File: config.mk
export PLATFORM = sky130hd
export DESIGN_NAME = stack_sequencer
export DESIGN_NICKNAME = d
export VERILOG_FILES = /design/src/rtl/stack_sequencer.sv
export SDC_FILE = /design/constraint.sdc
export NUM_CORES = 1
export LEC_CHECK = 0
export BUFFER_PORTS_ARGS = -buffer_cell sky130_fd_sc_hd__buf_2
export CAP_MARGIN = 15
export CORE_MARGIN = 1
export CORE_UTILIZATION = 40
export CTS_BUF_LIST = sky130_fd_sc_hd__clkbuf_4
export DETAILED_ROUTE_END_ITERATION = 8
export GPL_TIMING_DRIVEN = 1
export RECOVER_POWER = 50
export SLEW_MARGIN = 5
export SYNTH_ARGS = -nofsm -noshare
export SYNTH_HDL_FRONTEND = slang
export SYNTH_SLANG_ARGS = --single-unit
export TNS_END_PERCENT = 10
File: constraint.sdc
create_clock -name clk -period 3.1 [get_ports clk]
set_input_delay 0.62 -clock clk [delete_from_list [all_inputs] [get_ports clk]]
set_output_delay 0.62 -clock clk [all_outputs]
set_load 0.01 [all_outputs]
File: src/rtl/stack_sequencer.sv
// stack_sequencer: multi-register push/pop sequencer for a downward-growing stack.
//
// A start request latches a register-select mask, a direction and an initial
// stack pointer. Each selected register is then moved one slot at a time.
// Push takes the lowest set bit first, pre-decrements SP and writes.
// Pop takes the highest set bit first, reads at SP and then increments SP.
// Popping DISCARD_BIT only bumps SP and does not touch memory.
//
// State table
//   state  | meaning
//   IDLE   | waiting for start
//   SELECT | pick next register, or finish when nothing is pending
//   ACCESS | memory request outstanding, held until mem_ack
//   DONE   | one-cycle completion pulse
//
// Ports
//   clk, reset        clock, synchronous active-high reset
//   start/is_pop/mask/sp_in  sequence request (sampled in IDLE)
//   busy, done        status
//   sp_out            working stack pointer
//   reg_sel, reg_rdata, reg_wr, reg_wdata   register-file side
//   mem_req, mem_we, mem_addr, mem_wdata, mem_rdata, mem_ack   memory side
module stack_sequencer #(
  parameter int MASK_W      = 16,
  parameter int ADDR_W      = 16,
  parameter int DATA_W      = 16,
  parameter int SP_STEP     = 2,
  parameter int DISCARD_BIT = 5,
  localparam int SEL_W      = (MASK_W > 1) ? $clog2(MASK_W) : 1
) (
  input  logic              clk,
  input  logic              reset,
  input  logic              start,
  input  logic              is_pop,
  input  logic [MASK_W-1:0] mask,
  input  logic [ADDR_W-1:0] sp_in,
  output logic              busy,
  output logic              done,
  output logic [ADDR_W-1:0] sp_out,
  output logic [SEL_W-1:0]  reg_sel,
  input  logic [DATA_W-1:0] reg_rdata,
  output logic              reg_wr,
  output logic [DATA_W-1:0] reg_wdata,
  output logic              mem_req,
  output logic              mem_we,
  output logic [ADDR_W-1:0] mem_addr,
  output logic [DATA_W-1:0] mem_wdata,
  input  logic [DATA_W-1:0] mem_rdata,
  input  logic              mem_ack
);

  typedef enum logic [1:0] {
    S_IDLE   = 2'd0,
    S_SELECT = 2'd1,
    S_ACCESS = 2'd2,
    S_DONE   = 2'd3
  } state_e;

  localparam logic [ADDR_W-1:0] STEP = ADDR_W'(SP_STEP);
  localparam logic [MASK_W-1:0] ONE  = MASK_W'(1);

  state_e              state_q, state_d;
  logic [MASK_W-1:0]   mask_q, mask_d;
  logic                pop_q, pop_d;
  logic [ADDR_W-1:0]   sp_q, sp_d;
  logic [SEL_W-1:0]    sel_q, sel_d;
  logic                reg_wr_q, reg_wr_d;
  logic [DATA_W-1:0]   reg_wdata_q, reg_wdata_d;
  logic                mem_we_q, mem_we_d;
  logic [ADDR_W-1:0]   mem_addr_q, mem_addr_d;
  logic [DATA_W-1:0]   mem_wdata_q, mem_wdata_d;

  logic [SEL_W-1:0]    lo_idx, hi_idx, sel_idx;
  logic                discard;

  // Lowest and highest pending bit; the later loop assignment wins.
  always_comb begin
    lo_idx = '0;
    hi_idx = '0;
    for (int i = MASK_W - 1; i >= 0; i--) begin
      if (mask_q[i]) lo_idx = SEL_W'(i);
    end
    for (int i = 0; i < MASK_W; i++) begin
      if (mask_q[i]) hi_idx = SEL_W'(i);
    end
  end

  assign sel_idx = pop_q ? hi_idx : lo_idx;
  assign discard = pop_q && (DISCARD_BIT < MASK_W) && (sel_idx == SEL_W'(DISCARD_BIT));

  always_comb begin
    state_d     = state_q;
    mask_d      = mask_q;
    pop_d       = pop_q;
    sp_d        = sp_q;
    sel_d       = sel_q;
    reg_wr_d    = 1'b0;
    reg_wdata_d = reg_wdata_q;
    mem_we_d    = mem_we_q;
    mem_addr_d  = mem_addr_q;
    mem_wdata_d = mem_wdata_q;
    unique case (state_q)
      S_IDLE: begin
        if (start) begin
          pop_d   = is_pop;
          mask_d  = mask;
          sp_d    = sp_in;
          state_d = S_SELECT;
        end
      end
      S_SELECT: begin
        if (mask_q == '0) begin
          state_d = S_DONE;
        end else if (discard) begin
          sp_d   = sp_q + STEP;
          mask_d = mask_q & ~(ONE << sel_idx);
        end else begin
          sel_d   = sel_idx;
          state_d = S_ACCESS;
          if (pop_q) begin
            mem_we_d   = 1'b0;
            mem_addr_d = sp_q;
          end else begin
            sp_d        = sp_q - STEP;
            mem_we_d    = 1'b1;
            mem_addr_d  = sp_q - STEP;
            mem_wdata_d = reg_rdata;
          end
        end
      end
      S_ACCESS: begin
        if (mem_ack) begin
          mask_d  = mask_q & ~(ONE << sel_q);
          state_d = S_SELECT;
          if (pop_q) begin
            reg_wr_d    = 1'b1;
            reg_wdata_d = mem_rdata;
            sp_d        = sp_q + STEP;
          end
        end
      end
      S_DONE: state_d = S_IDLE;
      default: state_d = S_IDLE;
    endcase
  end

  always_ff @(posedge clk) begin
    if (reset) begin
      state_q     <= S_IDLE;
      mask_q      <= '0;
      pop_q       <= 1'b0;
      sp_q        <= '0;
      sel_q       <= '0;
      reg_wr_q    <= 1'b0;
      reg_wdata_q <= '0;
      mem_we_q    <= 1'b0;
      mem_addr_q  <= '0;
      mem_wdata_q <= '0;
    end else begin
      state_q     <= state_d;
      mask_q      <= mask_d;
      pop_q       <= pop_d;
      sp_q        <= sp_d;
      sel_q       <= sel_d;
      reg_wr_q    <= reg_wr_d;
      reg_wdata_q <= reg_wdata_d;
      mem_we_q    <= mem_we_d;
      mem_addr_q  <= mem_addr_d;
      mem_wdata_q <= mem_wdata_d;
    end
  end

  assign busy      = (state_q == S_SELECT) || (state_q == S_ACCESS);
  assign done      = (state_q == S_DONE);
  assign sp_out    = sp_q;
  // While a popped value is being written back, keep pointing at its register;
  // otherwise show the live selection so push data is valid during SELECT.
  assign reg_sel   = (state_q == S_SELECT && !reg_wr_q) ? sel_idx : sel_q;
  assign reg_wr    = reg_wr_q;
  assign reg_wdata = reg_wdata_q;
  assign mem_req   = (state_q == S_ACCESS);
  assign mem_we    = mem_we_q;
  assign mem_addr  = mem_addr_q;
  assign mem_wdata = mem_wdata_q;

endmodule

==> metrics <==
Total GRT Usage 0.2439; fraction of layout cells with a size suffix above 1 0.1682; GRT overflow 0; Final period util 0.9415; Final Hold Vio Count 0; Worst Hold Launch reg_rdata[9]; post-synth cell types 68; top cell type's share of synthesized area 0.3674; gpl congestion 0.8654; reg2reg start mask_q[10]; post-DP HPWL 11.02 mm; number of diodes 0; DRT antenna net count 0; CP peak stage delay 0.45 ns; endpoints failing setup 0; row cnt 39; Synth area leaders dfxtp_1 37%, a21oi_1 9.6%, nand2_1 8.9%; Hold Path Stages 3; Max-slew headroom 0.4495; total power 7.287 mW; area of the multi-input gates 2831 sq um; switching part of the total power 0.5336; # nets final 850; synthesized flop and latch total 89; largest net degree at the start of global routing 51; Die H 112.1 um; Synth Instances 646; vias in the first global route 4,744; Mapped Nets 721; detailed-route via count 5,151; Residual DRC 7; WP data required 2.48 ns; run status complete, but fails checks; filler cell count in the final layout 1,206; most common library cells after synthesis 115 x nand2_1, 93 x a21oi_1, 89 x dfxtp_1, 52 x o21ai_0, 47 x nor2_1; fin crit period 2.919 ns; unrepaired setup endpoints after global routing false; Core Area 11,610 sq um; Seq/Total Area, Yosys 0.3674; router iterations before antenna repair 8; root cell of the clock tree clkbuf_4; Comb power frac 0.650; Critical Path Sink Type primary output; max cap viols 0; CTS buffer count 9; ys flop type dfxtp_1; Reg area 1783 sq um; Post-synth EDFFs 0; Setup CP Type reg2out; Worst-Skew Late Latency 0.46 ns; Routed Wire Length 14.99 mm; WP buf/inv 2; CP Launch Point mask_q[2]; initial antenna violation count 0; I/O Pins 142; crit path DAT 2.30 ns; Mapped Area 4850 sq um; setup TNS 0 ns; Area after DPL 5702 sq um; Slew Viols, Final 0; R2R Path End mask_q[0]; most frequent cell after synthesis nand2_1; hold_ws 0.3748 ns; routed len/inst 16.26 um; slowest CP cell dfxtp_1; Hold Buf Count CTS 0; vias per inst 5.587; Placed Cells incl. Taps 907; power share of the clock group 0.080; largest delay contributor family on the critical path compound AO/OA/AOI/OAI gates; P&R area growth vs syn 18.45%; reg2reg path depth 9; Int Pwr 3.399 mW; PD cells 1269 nW/um^2; Peak Freq 0.3426 GHz; Design Area, Final 5744 sq um; width of the die 112.1 um; postcts setup bufs 0; first-pass GRT wire length 24.38 mm; Setup crit start kind flip-flop; CP Max Fanout 6; post-route non-filler standard cell count 922; cell taking the most area after synthesis dfxtp_1; Async S/R FF share, synth 0; sequential share of power 0.270; CTS tree yes; Synth Warn # 0; crit path cell chain nor2_1 -> o31a_1 -> o211ai_1 -> a211oi_1 -> buf_4 -> o21ai_0 -> buf_2; Worst Hold Path EP mem_wdata[9]; initial detailed-routing violation count 480; failing checks design-rule violations; synthesized area per cell 7.507 sq um; Port Buf Inserts 141; hold crit path type in2reg; Clk pin slew, worst setup/hold paths 0.15 ns; clk buf depth 2; Psw 3.888 mW; worst vdd rail ir drop 447.0 uV; CTS Sinks 89; reg2reg setup slack 0.29 ns; H-tree depth 3; Leak Pwr 2.152 nW; Worst Skew 0.01651 ns; die area 12,570 sq um; Worst-Margin Slew 0.8256 ns; initial core utilization 0.4176
==> area by class of cell <==
type | count | share of cell area
Clock inverter | 6 | 0.007188
Multi-Input combinational cell | 497 | 0.4929
Inverter | 19 | 0.01242
Timing Repair Buffer | 159 | 0.1342
Sequential cell | 89 | 0.3104
Tap cell | 143 | 0.03115
Clock buffer | 9 | 0.01176
==> power groups by stage <==
| stage | Sequential, mW | Clock, mW | Combinational [mW] |
|---|---|---|---|
| after detailed placement | 1.97 | 0 | 4.70 |
| after floorplan | 1.92 | 0 | 3.23 |
| after global placement | 1.96 | 0 | 4.71 |
| after global routing | 2.03 | 0.653 | 5.24 |
| final | 1.97 | 0.585 | 4.74 |
| after CTS | 1.95 | 0.601 | 4.72 |
==> cells in the final DEF (no fill, tap or decap), types with 4 or more instances in the layout <==
| cell | n |
|---|---|
| a221oi_1 | 5 |
| xor2_1 | 4 |
| or3_1 | 6 |
| a211oi_1 | 19 |
| o211ai_1 | 4 |
| nor4_1 | 9 |
| buf_2 | 78 |
| nand3_1 | 11 |
| clkbuf_1 | 64 |
| nand3b_1 | 4 |
| o22ai_1 | 5 |
| xnor2_1 | 18 |
| ha_1 | 5 |
| inv_1 | 17 |
| and2_1 | 4 |
| a221o_1 | 4 |
| a21oi_1 | 93 |
| and3_1 | 5 |
| dfxtp_1 | 88 |
| buf_4 | 16 |
| nand2_1 | 115 |
| nor2_1 | 46 |
| o21ai_0 | 50 |
| clkbuf_4 | 9 |
| nor2b_1 | 6 |
| nor3_1 | 15 |
| o21ai_1 | 4 |
==> metrics by stage <==
stage	setup slack, ns	util
6_report	0.1814	0.4946
3_5_place_dp	0.3325	0.4910
2_1_floorplan	0.6925	-
5_1_grt	0.03598	0.4946
4_1_cts	0.05514	0.5004
3_3_place_gp	0.3614	0.4910
==> registers in the layout, summed over array words and instances, names as in the netlist <==
signal and flops:
mask_q 16, mem_addr 16, mem_wdata 16, mem_we 1, pop_q 1, reg_wdata 16, reg_wr 1, sel_q 4
sp_out 16, state_q 2
==> layer usage <==
layer / routed length (um) / vias to the layer above / global-route usage / share of wire
li1: - / 2559 / - / -
met1: 7153 / 2367 / 0.3396 / 0.48
met2: 6386 / 216 / 0.3656 / 0.43
met3: 1320 / 9 / 0.07505 / 0.088
met4: 127 / 0 / 0.06311 / 0.0085
met5: 0 / - / 0 / 0
==> how the worst max path moves through the flow <==
stage                    endpoint  slack [ns]  cells past startpoint
floorplan              sp_out[14]        0.69                      9
global placement       mask_q[14]        0.36                      8
detailed placement  mem_wdata[10]        0.33                      8
CTS                    reg_sel[3]        0.06                      5
global route           reg_sel[0]        0.04                      7
finish                 reg_sel[1]        0.18                      7
==> kinds of logic (layout without fill, tap and decap cells) <==
logic type | count (synthesis) | count (layout) | share of synthesized area
XOR/XNOR | 22 | 22 | 0.03973
adder cells (fa/ha/maj) | 6 | 6 | 0.01548
AND/OR/NAND/NOR | 252 | 252 | 0.2528
multiplexers | 2 | 2 | 0.004128
buffers and inverters | 60 | 193 | 0.05186
AO/OA/AOI/OAI | 215 | 215 | 0.2686
flip-flops | 89 | 89 | 0.3674
==> worst min-delay path: stages <==
cell and delay (ns):
buf_2 0.09, nand2_1 0.05, a21oi_1 0.05
==> timing repair <==
| action | 4_1_cts | 5_1_grt |
|---|---|---|
| endpoints found under the hold margin | 0 | 0 |
| setup endpoints to repair | 1 | 8 |
| resized for setup | 1 | 6 |
| pin swaps | 0 | 0 |
Power figures use the tool's default switching activity.
